`config.mk`:
```
export PLATFORM = sky130hd
export DESIGN_NAME = imem_loader
export DESIGN_NICKNAME = d
export VERILOG_FILES = /design/src/rtl/imem_loader.sv
export SDC_FILE = /design/constraint.sdc
export NUM_CORES = 1
export LEC_CHECK = 0
export ABC_CLOCK_PERIOD_IN_PS = 3500
export CORE_AREA = 4 4 116 174
export CTS_CLUSTER_SIZE = 10
export DETAILED_ROUTE_END_ITERATION = 16
export DIE_AREA = 0 0 120 178
export GPL_TIMING_DRIVEN = 0
export PLACE_DENSITY = 0.66
export SETUP_SLACK_MARGIN = 0.02
export SLEW_MARGIN = 10
export SYNTH_ARGS = -nofsm -noshare
export SYNTH_HDL_FRONTEND = slang
export SYNTH_SLANG_ARGS = --single-unit
```
`constraint.sdc`:
```
create_clock -name clk -period 3.5 [get_ports clk]
set_input_delay 0.35 -clock clk [delete_from_list [all_inputs] [get_ports clk]]
set_output_delay 0.35 -clock clk [all_outputs]
set_load 0.02 [all_outputs]
```
`src/rtl/imem_loader.sv`:
```
// imem_loader: boot-time loader. It packs a byte stream into little-endian
// 32-bit words and writes them to consecutive RAM word addresses. The CPU is
// held in reset while a load is in progress.
// Optional readback verify pass: define LOADER_VERIFY_EN.
module imem_loader #(
    parameter int unsigned memWords  = 100,
    parameter logic [31:0] BASE_ADDR = 32'h0
) (
    input  logic        clk,
    input  logic        rst,
    input  logic        start,
    input  logic        byte_valid,
    input  logic [7:0]  byte_data,
    input  logic        last,
    output logic        byte_ready,
    output logic [31:0] mem_addr,
    output logic        mem_read,
    output logic [3:0]  mem_write,
    output logic [31:0] mem_data_in,
    input  logic [31:0] mem_data_out,
    output logic        cpu_hold,
    output logic        done,
    output logic        error,
    output logic [31:0] word_count
);
    // state   | meaning
    // S_IDLE  | out of reset, waiting for start
    // S_RECV  | accepting bytes into the word buffer
    // S_WRITE | issuing one RAM write (or refusing it on overflow)
    // S_VRD   | readback: RAM read strobe for one word (verify build)
    // S_VCMP  | readback: fold returned word into checksum (verify build)
    // S_DONE  | load finished cleanly
    // S_ERR   | load failed (overflow or readback mismatch)
    typedef enum logic [2:0] {
        S_IDLE,
        S_RECV,
        S_WRITE,
`ifdef LOADER_VERIFY_EN
        S_VRD,
        S_VCMP,
`endif
        S_DONE,
        S_ERR
    } state_t;

    localparam logic [31:0] MAX_WORDS = 32'(memWords);

    state_t      state_q, state_d;
    logic [31:0] addr_q, addr_d;
    logic [1:0]  lane_q, lane_d;
    logic [31:0] buf_q, buf_d;
    logic        last_seen_q, last_seen_d;
    logic [31:0] count_q, count_d;
    logic        byte_ready_q, byte_ready_d;
    logic [31:0] mem_addr_q, mem_addr_d;
    logic [3:0]  mem_write_q, mem_write_d;
    logic [31:0] mem_data_q, mem_data_d;
    logic        cpu_hold_q, cpu_hold_d;
    logic        done_q, done_d;
    logic        error_q, error_d;
    logic [31:0] word_v;
    logic [3:0]  mask_v;

`ifdef LOADER_VERIFY_EN
    logic        mem_read_q, mem_read_d;
    logic [31:0] csum_q, csum_d;
    logic [31:0] rb_addr_q, rb_addr_d;
    logic [31:0] rb_cnt_q, rb_cnt_d;
    logic [31:0] rb_csum_q, rb_csum_d;
    logic [3:0]  last_mask_q, last_mask_d;
    logic [31:0] rd_word_v;
    logic [31:0] rb_csum_v;
`else
    logic        unused_mem_data;
    assign unused_mem_data = ^mem_data_out;
`endif

    // Next-state and next-output computation; outputs are registered from the next state.
    always_comb begin
        state_d     = state_q;
        addr_d      = addr_q;
        lane_d      = lane_q;
        buf_d       = buf_q;
        last_seen_d = last_seen_q;
        count_d     = count_q;
        mem_addr_d  = 32'h0;
        mem_write_d = 4'b0000;
        mem_data_d  = 32'h0;
        word_v      = buf_q | (32'(byte_data) << {lane_q, 3'b000});
        mask_v      = 4'b1111 >> (2'd3 - lane_q);
`ifdef LOADER_VERIFY_EN
        mem_read_d  = 1'b0;
        csum_d      = csum_q;
        rb_addr_d   = rb_addr_q;
        rb_cnt_d    = rb_cnt_q;
        rb_csum_d   = rb_csum_q;
        last_mask_d = last_mask_q;
        rd_word_v   = mem_data_out;
        rb_csum_v   = rb_csum_q;
`endif
        case (state_q)
            S_IDLE, S_DONE, S_ERR: begin
                if (start) begin
                    state_d     = S_RECV;
                    addr_d      = BASE_ADDR;
                    lane_d      = 2'd0;
                    buf_d       = 32'h0;
                    last_seen_d = 1'b0;
                    count_d     = 32'h0;
`ifdef LOADER_VERIFY_EN
                    csum_d      = 32'h0;
`endif
                end
            end
            S_RECV: begin
                if (byte_valid && byte_ready_q) begin
                    buf_d  = word_v;
                    lane_d = lane_q + 2'd1;
                    if (lane_q == 2'd3 || last) begin
                        state_d     = S_WRITE;
                        last_seen_d = last;
`ifdef LOADER_VERIFY_EN
                        last_mask_d = mask_v;
`endif
                        // Write is presented during the WRITE cycle unless the RAM is full.
                        if (count_q != MAX_WORDS) begin
                            mem_write_d = mask_v;
                            mem_addr_d  = addr_q;
                            mem_data_d  = word_v;
                        end
                    end
                end
            end
            S_WRITE: begin
                if (count_q == MAX_WORDS) begin
                    state_d = S_ERR;
                end else begin
                    addr_d  = addr_q + 32'd4;
                    count_d = count_q + 32'd1;
                    lane_d  = 2'd0;
                    buf_d   = 32'h0;
`ifdef LOADER_VERIFY_EN
                    csum_d  = csum_q ^ buf_q;
                    if (last_seen_q) begin
                        state_d    = S_VRD;
                        rb_addr_d  = BASE_ADDR;
                        rb_cnt_d   = 32'h0;
                        rb_csum_d  = 32'h0;
                        mem_read_d = 1'b1;
                        mem_addr_d = BASE_ADDR;
                    end else begin
                        state_d = S_RECV;
                    end
`else
                    state_d = last_seen_q ? S_DONE : S_RECV;
`endif
                end
            end
`ifdef LOADER_VERIFY_EN
            S_VRD: begin
                state_d = S_VCMP;
            end
            S_VCMP: begin
                // The final word only carries the lanes that were actually written.
                if (rb_cnt_q + 32'd1 == count_q) begin
                    for (int k = 0; k < 4; k++) begin
                        if (!last_mask_q[k]) rd_word_v[8*k +: 8] = 8'h00;
                    end
                end
                rb_csum_v = rb_csum_q ^ rd_word_v;
                rb_csum_d = rb_csum_v;
                rb_addr_d = rb_addr_q + 32'd4;
                rb_cnt_d  = rb_cnt_q + 32'd1;
                if (rb_cnt_q + 32'd1 == count_q) begin
                    state_d = (rb_csum_v == csum_q) ? S_DONE : S_ERR;
                end else begin
                    state_d    = S_VRD;
                    mem_read_d = 1'b1;
                    mem_addr_d = rb_addr_q + 32'd4;
                end
            end
`endif
            default: state_d = S_IDLE;
        endcase
        byte_ready_d = (state_d == S_RECV);
        cpu_hold_d   = !(state_d == S_IDLE || state_d == S_DONE || state_d == S_ERR);
        done_d       = (state_d == S_DONE || state_d == S_ERR);
        error_d      = (state_d == S_ERR);
    end

    // State and registered outputs; asynchronous active-low reset.
    always_ff @(posedge clk or negedge rst) begin
        if (!rst) begin
            state_q      <= S_IDLE;
            addr_q       <= 32'h0;
            lane_q       <= 2'd0;
            buf_q        <= 32'h0;
            last_seen_q  <= 1'b0;
            count_q      <= 32'h0;
            byte_ready_q <= 1'b0;
            mem_addr_q   <= 32'h0;
            mem_write_q  <= 4'b0000;
            mem_data_q   <= 32'h0;
            cpu_hold_q   <= 1'b0;
            done_q       <= 1'b0;
            error_q      <= 1'b0;
`ifdef LOADER_VERIFY_EN
            mem_read_q   <= 1'b0;
            csum_q       <= 32'h0;
            rb_addr_q    <= 32'h0;
            rb_cnt_q     <= 32'h0;
            rb_csum_q    <= 32'h0;
            last_mask_q  <= 4'b0000;
`endif
        end else begin
            state_q      <= state_d;
            addr_q       <= addr_d;
            lane_q       <= lane_d;
            buf_q        <= buf_d;
            last_seen_q  <= last_seen_d;
            count_q      <= count_d;
            byte_ready_q <= byte_ready_d;
            mem_addr_q   <= mem_addr_d;
            mem_write_q  <= mem_write_d;
            mem_data_q   <= mem_data_d;
            cpu_hold_q   <= cpu_hold_d;
            done_q       <= done_d;
            error_q      <= error_d;
`ifdef LOADER_VERIFY_EN
            mem_read_q   <= mem_read_d;
            csum_q       <= csum_d;
            rb_addr_q    <= rb_addr_d;
            rb_cnt_q     <= rb_cnt_d;
            rb_csum_q    <= rb_csum_d;
            last_mask_q  <= last_mask_d;
`endif
        end
    end

    assign byte_ready  = byte_ready_q;
    assign mem_addr    = mem_addr_q;
    assign mem_write   = mem_write_q;
    assign mem_data_in = mem_data_q;
    assign cpu_hold    = cpu_hold_q;
    assign done        = done_q;
    assign error       = error_q;
    assign word_count  = count_q;
`ifdef LOADER_VERIFY_EN
    assign mem_read    = mem_read_q;
`else
    assign mem_read    = 1'b0;
`endif

endmodule

```
==> flow_summary_export.csv, run 1 <==
group,metric,value,unit
sta,rsz0062_at_grt,"no",
global_route,track_usage,0.183,
placed_design,dpl.cell_count,1068,
hold_path,hold_class,"in2async",
clock_tree,htree_levels,4,
yosys,syn_avg_cell_area,10.5,um^2
clock_tree,numCtsBuffers,17,
critical_path,worstSetupStartpointType,"register",
status,status,"finished, violations left",
power,leakage,4.04,nW
clock_tree,ctsHoldBuffers,0,
global_route,grt_pass1_wl,31100,um
sta,fin_setup_tns,0,ns
route,drt_iter0_drc,503,
critical_path,critPathTopFamily,"simple AND/OR/NAND/NOR gates",
clock_tree,cts_sinks,171,
power,power_frac_seq,0.430,
finish,drive_above_1_share,0.0601,
die,coreArea,0.0185,mm^2
yosys,synthTopCellsByCount,"171 x dfrtp_1, 90 x nor2_1, 57 x a21oi_1, 42 x nand2_1, 28 x nand3_1",
placed_design,place.gp.congestion,0.879,
critical_path,crit_path_frequent_cell,"buf_2",
yosys,synth.largest_area_cell,"dfrtp_1",
yosys,synth.distinct_cells,55,
die,dieArea,0.0214,mm^2
flow_run,timing.max_cap.violations,0,
critical_path,path_buf_inv,4,
sta,finalSetupViolCount,0,
sta,fin_crit,2.87,ns
critical_path,slowest_delay,0.45,ns
sta,maxSlewHeadroom,0.303,
critical_path,critPathCaptureType,"register",
clock_tree,clock_path_buffers,2,
sta,hold_viol,28,
power,combPwrFrac,0.231,
die,ios,150,
placed_design,portBuffers,108,
route,ant_nets,0,
yosys,yosysSeqAreaShare,0.580,
yosys,yosys_warnings,0,
yosys,ys_seq_elements,171,
critical_path,reg2reg_from,"word_count[0]",
power,switchingPower,1.89,mW
clock_tree,cts_tree,"done",
finish,layout.cells.non_filler,1100,
finish,fill_cells,1709,
yosys,synth-async-reset-ratio,1.00,
critical_path,crit_chain,"inv_1 > ha_1 > nor4bb_1 > nand4_1 > o21ai_0 > buf_2 > buf_2 > buf_4 > nand2_1 > nor2_1",
route,drt_wl_total,19300,um
power,powerDensity,584,mW/mm^2
placed_design,place_area,0.00881,mm^2
sta,skew,0.0121,ns
finish,antenna_cells,0,
clock_tree,clk_pin_slew,0.08,ns
clock_tree,cts_setup_buffers,0,
sta,hold_ws,-0.0233,ns
critical_path,cp.arrival,3.22,ns
yosys,synth.area.top_cells,"dfrtp_1 58%, nor2_1 4.6%, a21oi_1 3.9%",
die,fp-row-count,61,
route,vias,5898,
placed_design,hpwl,13800,um
yosys,yosysMostFrequentCell,"dfrtp_1",
yosys,netlist_instances,706,
yosys,synth-edff-count,0,
power,ir_drop,0.000380,V
route,drc,0,
power,power_switching_share,0.344,
die,dieHeight,178,um
route,wire_per_inst,17.6,um
die,initial_utilization,0.398,
critical_path,startpoint,"word_count[0]",
clock_tree,post_cts_resize_count,0,
sta,slew_violations,0,
finish,area_delta_synth_final,27.5,%
route,viasPerCell,5.36,
power,p_int,3.61,mW
critical_path,path_class,"reg2reg",
sta,fmax,349,MHz
yosys,post-synth-top-area-fraction,0.580,
finish,nets,885,
clock_tree,clockRootBuffer,"clkbuf_16",
power,finalPower,5.50,mW
finish,final_area,0.00941,mm^2
critical_path,required,3.85,ns
sta,worst_pin_slew,1.04,ns
yosys,dominantRegCellSynth,"dfrtp_1",
power,clkPwrFrac,0.340,
critical_path,cp_slowest_cell,"dfrtp_1",
global_route,antenna_found_initial,0,
status,violations,"hold timing",
global_route,grt_max_degree,110,
route,firstDrtPassIters,4,
critical_path,cp_max_fo,10,
die,die_w,120,um
yosys,netlist_area,0.00738,mm^2
clock_tree,clkLatencyLatePin,0.42,ns
sta,min_period_over_period,0.819,
global_route,grt_pass1_vias,5984,
global_route,overflow,0,
[kinds of logic after synthesis]
family,share of synthesized area
xor+xnor,0.0237
fa+ha+maj,0.00848
other cells,0.000508
flops,0.580
buf+inv,0.0332
compound gates,0.151
mux,0.00407
simple gates,0.199
[per-stage QoR]
step / setup WS, ns / util
floorplan: 1.22 / -
detailed placement: 0.676 / 0.475
global route: 0.417 / 0.507
global placement: -4.97 / 0.473
finish: 0.634 / 0.507
CTS: 0.623 / 0.507
[final timing paths]
path                                        end  slack (ns)  cells after the start
worst min-delay path               mem_addr[10]       -0.02                      1
worst max-delay path                   buf_q[0]        0.63                     10
min in group clk                mem_data_in[28]        0.39                      3
worst max register to register         buf_q[0]        0.63                     10
max in group asynchronous              cpu_hold        2.74                      2
worst min register to register  mem_data_in[28]        0.49                      2
[cell type report]
cell class / instances / area [um^2] / share of cell area
plain buffers: 40 / 170 / 0.0181
clock buffers: 17 / 425 / 0.0452
clock inverters: 15 / 173 / 0.0184
inverters: 20 / 75.1 / 0.00798
multi-input cells: 476 / 2860 / 0.304
flip-flops and latches: 171 / 4280 / 0.455
well taps: 252 / 315 / 0.0335
repair buffers: 109 / 1110 / 0.118
[flip-flops by register name, indices dropped and copies added (netlist names)]
signal       count
addr_q          30
state_q          3
mem_addr        31
last_seen_q      1
mem_write        4
done             1
buf_q           32
mem_data_in     32
lane_q           2
error            1
word_count      32
byte_ready       1
cpu_hold         1
[power by group through the flow]
| stage | registers, mW | clock network [mW] | logic (mW) |
|---|---|---|---|
| floorplan | 2.45 | 0 | 0.722 |
| global placement | 2.39 | 0 | 1.26 |
| detailed placement | 2.40 | 0 | 1.28 |
| CTS | 2.36 | 1.91 | 1.28 |
| global route | 2.39 | 1.98 | 1.40 |
| finish | 2.36 | 1.87 | 1.27 |
[cell usage in the layout, fill, tap and decap left out, types with 14 or more instances in the layout]
cell / count
nand2_1: 42
a21oi_1: 57
inv_1: 20
and2_1: 26
clkdlybuf4s50_1: 107
xor2_1: 14
nand4_1: 16
o211ai_1: 23
dfrtp_1: 171
nand3_1: 28
nor2_1: 90
o21ai_0: 19
clkbuf_1: 20
clkbuf_16: 17
a22o_1: 26
[routing by layer]
| metal | GRT usage | share of wire | vias to the layer above |
|---|---|---|---|
| li1 | - | - | 2800 |
| met1 | 0.222 | 0.41 | 2876 |
| met2 | 0.324 | 0.52 | 188 |
| met3 | 0.0343 | 0.045 | 34 |
| met4 | 0.0659 | 0.025 | 0 |
| met5 | 0 | 0 | - |
(Power assumes the default switching activity.)
==> run 2, diff against run 1 <==
--- a/config.mk
+++ b/config.mk
@@ -5,7 +5,7 @@
 export SDC_FILE = /design/constraint.sdc
 export NUM_CORES = 1
 export LEC_CHECK = 0
-export ABC_CLOCK_PERIOD_IN_PS = 3500
+export ABC_CLOCK_PERIOD_IN_PS = 2930
 export CORE_AREA = 4 4 116 174
 export CTS_CLUSTER_SIZE = 10
 export DETAILED_ROUTE_END_ITERATION = 16
==> constraint.sdc (replaced) <==
create_clock -name clk -period 2.93 [get_ports clk]
set_input_delay 0.293 -clock clk [delete_from_list [all_inputs] [get_ports clk]]
set_output_delay 0.293 -clock clk [all_outputs]
set_load 0.02 [all_outputs]
==> flow_summary_export.csv, run 2 (same netlist as run 1, synthesis figures left out) <==
group,metric,value,unit
finish,layout.cells.non_filler,1103,
critical_path,cp_max_fo,10,
finish,antenna_cells,0,
power,clkPwrFrac,0.340,
clock_tree,htree_levels,4,
sta,worst_pin_slew,1.04,ns
clock_tree,clock_path_buffers,2,
route,firstDrtPassIters,5,
placed_design,place.gp.congestion,0.879,
status,status,"finished clean",
global_route,grt_pass1_vias,5987,
global_route,track_usage,0.183,
hold_path,hold_class,"in2reg",
critical_path,required,3.28,ns
power,switchingPower,2.26,mW
sta,maxSlewHeadroom,0.300,
die,coreArea,0.0185,mm^2
die,die_w,120,um
finish,layout_commonest_cell,"dfrtp_1",
sta,hold_viol,0,
route,drt_iter0_drc,517,
finish,nets,888,
power,finalPower,6.57,mW
critical_path,cp.arrival,3.08,ns
critical_path,ff2ff_path_depth,11,
finish,fill_cells,1711,
critical_path,critPathTopFamily,"buffers and inverters",
critical_path,slowest_delay,0.45,ns
sta,finalSetupViolCount,0,
critical_path,path_class,"reg2reg",
placed_design,hpwl,13800,um
route,ant_nets,0,
route,viasPerCell,5.41,
flow_run,timing.max_cap.violations,0,
route,vias,5962,
clock_tree,numCtsBuffers,17,
critical_path,path_buf_inv,5,
finish,area_delta_synth_final,28.0,%
sta,fmax,366,MHz
clock_tree,cts_sinks,171,
global_route,grt_max_degree,110,
critical_path,crit_chain,"inv_1 > ha_1 > nor4bb_2 > nand4_1 > buf_4 > o21ai_0 > buf_2 > buf_2 > buf_4 > nand2_1 > nor2_1",
die,fp-row-count,61,
die,dieHeight,178,um
power,ir_drop,0.000452,V
hold_path,holdPathStages,3,
placed_design,portBuffers,108,
clock_tree,cts_tree,"done",
global_route,grt_pass1_wl,31100,um
critical_path,worstSetupStartpointType,"register",
global_route,overflow,0,
finish,drive_above_1_share,0.0646,
clock_tree,clkLatencyLatePin,0.42,ns
sta,rsz0062_at_grt,"no",
critical_path,cp_slowest_cell,"dfrtp_1",
global_route,antenna_found_initial,0,
power,power_frac_seq,0.429,
critical_path,critPathCaptureType,"register",
die,dieArea,0.0214,mm^2
placed_design,dpl.cell_count,1068,
sta,fin_crit,2.73,ns
power,power_switching_share,0.344,
route,wire_per_inst,17.6,um
sta,min_period_over_period,0.931,
power,combPwrFrac,0.231,
die,ios,150,
route,drt_wl_total,19400,um
clock_tree,clockRootBuffer,"clkbuf_16",
sta,skew,0.0130,ns
critical_path,cp.depth,11,
critical_path,regToRegSetupSlack,0.20,ns
sta,slew_violations,0,
route,drc,0,
power,leakage,4.05,nW
die,initial_utilization,0.398,
power,p_int,4.31,mW
finish,layout_common_cells,"171 x dfrtp_1, 107 x clkdlybuf4s50_1, 89 x nor2_1, 57 x a21oi_1, 42 x nand2_1",
clock_tree,clk_pin_slew,0.08,ns
power,powerDensity,696,mW/mm^2
run 2: path summary, 6_finish.rpt:
path | start | end
worst min-delay path | byte_data[4] | mem_data_in[28]
worst max-delay path | word_count[0] | buf_q[0]
worst min register to register | buf_q[28] | mem_data_in[28]
max in group asynchronous | rst | cpu_hold
min in group asynchronous | rst | mem_addr[10]
worst max register to register | word_count[0] | buf_q[0]
run 2: routing by layer:
| layer | up-vias | wire length [um] | global-route usage | part of all wire |
|---|---|---|---|---|
| met5 | - | 0 | 0 | 0 |
| met4 | 0 | 480 | 0.0659 | 0.025 |
| met3 | 36 | 905 | 0.0343 | 0.047 |
| met2 | 184 | 10100 | 0.324 | 0.52 |
| met1 | 2928 | 7940 | 0.222 | 0.41 |
| li1 | 2814 | - | - | - |
run 2: worst register-to-register path, stage by stage, from the launching register on:
cell and delay (ns):
dfrtp_1 0.45, inv_1 0.09, ha_1 0.15, nor4bb_2 0.31, nand4_1 0.15, buf_4 0.20, o21ai_0 0.19, buf_2 0.26
buf_2 0.27, buf_4 0.24, nand2_1 0.20, nor2_1 0.16
run 2: area by class of cell:
type / count / area, um^2 / share of cell area
buffer: 40 / 170 / 0.0180
inverter: 20 / 75.1 / 0.00795
multi-input combinational: 476 / 2870 / 0.304
clock buffer: 17 / 425 / 0.0451
clock inverter: 15 / 173 / 0.0183
sequential: 171 / 4280 / 0.453
timing repair buffer: 112 / 1140 / 0.121
tap: 252 / 315 / 0.0334
run 2: metrics by stage:
stage / worst slack [ns] / util / hold slack, ns / TNS, ns / instance area, um^2
after floorplan: 0.647 / - / -0.00259 / 0 / 7380
after global placement: -5.48 / 0.473 / 0.477 / -935.83 / 8780
after detailed placement: 0.106 / 0.475 / 0.411 / 0 / 8810
after CTS: 0.0534 / 0.508 / 0.320 / 0 / 9420
after global routing: 0.0341 / 0.509 / 0.340 / 0 / 9440
final: 0.201 / 0.509 / 0.332 / 0 / 9440
run 2: repair_timing:
item	in CTS	in global routing
buffers inserted	0	2
resized for setup	0	3
hold buffers	1	0
setup endpoints to repair	0	59
hold endpoints to repair	108	0
run 2: power groups by stage:
stage | Clock [mW] | Sequential [mW] | Combinational (mW)
2_1_floorplan | 0 | 2.92 | 0.863
3_3_place_gp | 0 | 2.86 | 1.50
3_5_place_dp | 0 | 2.87 | 1.52
4_1_cts | 2.28 | 2.82 | 1.53
5_1_grt | 2.36 | 2.86 | 1.67
6_report | 2.23 | 2.82 | 1.52
==> run 3, diff against run 2 <==
--- a/config.mk
+++ b/config.mk
@@ -5,13 +5,14 @@
 export SDC_FILE = /design/constraint.sdc
 export NUM_CORES = 1
 export LEC_CHECK = 0
+export ABC_AREA = 1
 export ABC_CLOCK_PERIOD_IN_PS = 2930
-export CORE_AREA = 4 4 116 174
+export CORE_AREA = 4 4 123 183
 export CTS_CLUSTER_SIZE = 10
 export DETAILED_ROUTE_END_ITERATION = 16
-export DIE_AREA = 0 0 120 178
+export DIE_AREA = 0 0 127 187
 export GPL_TIMING_DRIVEN = 0
-export PLACE_DENSITY = 0.66
+export PLACE_DENSITY = 0.65
 export SETUP_SLACK_MARGIN = 0.02
 export SLEW_MARGIN = 10
 export SYNTH_ARGS = -nofsm -noshare
==> flow_summary_export.csv, run 3 <==
group,metric,value,unit
status,status,"finished clean",
placed_design,hpwl,17400,um
hold_path,hold_class,"in2async",
critical_path,crit_path_frequent_cell,"inv_1",
critical_path,cp_slowest_cell,"dfrtp_1",
global_route,grt_pass1_vias,7379,
route,drt_iter0_drc,373,
placed_design,place_area,0.00979,mm^2
global_route,antenna_found_initial,0,
finish,area_delta_synth_final,26.0,%
critical_path,worstSetupStartpointType,"register",
clock_tree,clk_pin_slew,0.07,ns
critical_path,required,3.25,ns
finish,layout_common_cells,"273 x nand2_1, 171 x dfrtp_1, 169 x nor2_1, 115 x clkdlybuf4s50_1, 111 x inv_1",
clock_tree,ctsHoldBuffers,1,
finish,layout_commonest_cell,"nand2_1",
die,dieHeight,187,um
clock_tree,numCtsBuffers,17,
power,ir_drop,0.000360,V
critical_path,path_class,"reg2reg",
yosys,synth-async-reset-ratio,1.00,
clock_tree,cts_sinks,171,
global_route,track_usage,0.202,
sta,hold_viol,0,
critical_path,startpoint,"word_count[0]",
critical_path,cp_max_fo,8,
sta,layout_setup_ws,0.704,ns
clock_tree,post_cts_resize_count,0,
power,finalPower,6.74,mW
clock_tree,clockRootBuffer,"clkbuf_16",
sta,fin_setup_tns,0,ns
yosys,post-synth-top-area-fraction,0.518,
yosys,netlist_instances,1036,
critical_path,reg2reg_from,"word_count[0]",
clock_tree,cts_setup_buffers,0,
yosys,dominantRegCellSynth,"dfrtp_1",
sta,finalSetupViolCount,0,
clock_tree,clkLatencyLatePin,0.44,ns
yosys,synth.distinct_cells,33,
sta,skew,0.0108,ns
yosys,ys_seq_elements,171,
die,fp-row-count,65,
yosys,synth.area.top_cells,"dfrtp_1 52%, nand2_1 12%, nor2_1 7.7%",
finish,final_area,0.0104,mm^2
die,die_w,127,um
global_route,grt_max_degree,93,
die,dieArea,0.0237,mm^2
die,coreArea,0.0210,mm^2
critical_path,critPathTopFamily,"simple AND/OR/NAND/NOR gates",
die,initial_utilization,0.394,
flow_run,timing.max_cap.violations,0,
finish,multi_input_area,0.00334,mm^2
clock_tree,cts_tree,"done",
finish,layout.cells.non_filler,1455,
route,firstDrtPassIters,6,
global_route,grt_pass1_wl,38100,um
critical_path,cp.arrival,2.54,ns
route,ant_nets,0,
route,vias,7109,
placed_design,portBuffers,116,
finish,antenna_cells,0,
critical_path,crit_chain,"ha_1 > inv_1 > nor2_2 > inv_1 > nor2_2 > inv_1 > nor2_1 > nand3_1 > nand3_1 > o21ai_1",
sta,slew_violations,0,
sta,fin_crit,2.23,ns
sta,hold_ws,0.428,ns
critical_path,path_buf_inv,3,
placed_design,place.gp.congestion,0.909,
route,viasPerCell,4.89,
yosys,yosys_warnings,0,
sta,min_period_over_period,0.760,
route,drt_wl_total,23100,um
sta,rsz0062_at_grt,"no",
placed_design,pre_cts_ws,0.722,ns
yosys,synth.largest_area_cell,"dfrtp_1",
yosys,synthTopCellsByCount,"273 x nand2_1, 171 x dfrtp_1, 169 x nor2_1, 111 x inv_1, 78 x nand3_1",
route,wire_per_inst,15.9,um
critical_path,critPathCaptureType,"register",
power,leakage,4.53,nW
clock_tree,htree_levels,4,
power,powerDensity,647,mW/mm^2
yosys,synth-edff-count,0,
finish,fill_cells,2097,
finish,seqCellArea,0.00428,mm^2
yosys,yosysSeqAreaShare,0.518,
finish,drive_above_1_share,0.0758,
die,ios,150,
yosys,netlist_area,0.00826,mm^2
yosys,yosysMostFrequentCell,"nand2_1",
global_route,overflow,0,
sta,worst_pin_slew,0.661,ns
sta,maxSlewHeadroom,0.559,
finish,final_util,0.496,
clock_tree,clock_path_buffers,2,
yosys,syn_avg_cell_area,7.97,um^2
critical_path,slowest_delay,0.51,ns
sta,fmax,449,MHz
route,drc,0,
placed_design,dpl.cell_count,1422,
finish,nets,1224,
## run 3: worst register-to-register path, delay by kind of cell (launching register included)
kind	cells	cell delay, ns
AO/OA/AOI/OAI	1	0.07
flip-flops	1	0.51
AND/OR/NAND/NOR	5	0.93
buffers and inverters	3	0.29
adder cells (fa/ha/maj)	1	0.31
## run 3: area by class of cell
cell class              count  share of cell area
clock buffers              19              0.0435
multi-input cells         711               0.321
plain buffers              36              0.0192
clock inverters            13              0.0148
flip-flops and latches    171               0.411
well taps                 268              0.0322
repair buffers            118               0.116
inverters                 119              0.0429
## run 3: final timing paths
kind | end | slack (ns) | cells past startpoint
worst max-delay path | word_count[30] | 0.70 | 10
worst min-delay path | mem_data_in[1] | 0.43 | 2
worst max register to register | word_count[30] | 0.70 | 10
worst min register to register | buf_q[0] | 0.49 | 2
max in group asynchronous | word_count[21] | 1.64 | 3
min in group clk | last_seen_q | 0.44 | 3
## run 3: report_power, final
part / total, mW / switching (mW) / internal [mW]
logic: 1.79 / 1.25 / 0.538
clock network: 2.33 / 1.01 / 1.32
registers: 2.62 / 0.106 / 2.51
## run 3: cells by family after synthesis
| family | Yosys count | synth area share |
|---|---|---|
| and+or+nand+nor | 548 | 0.272 |
| DFF | 171 | 0.518 |
| buffers and inverters | 155 | 0.0783 |
| AOI/OAI and AO/OA | 133 | 0.0994 |
| xor gates and xnor gates | 23 | 0.0244 |
| adders and majority gates | 5 | 0.00757 |
| other | 1 | 0.000454 |
## run 3: routing by layer
layer  track usage  wire length, um  up-vias
met5             0                0        -
met4        0.0698              683        0
met3        0.0549             1240       44
met2         0.359            12000      175
met1         0.232             9220     3354
li1              -                -     3536
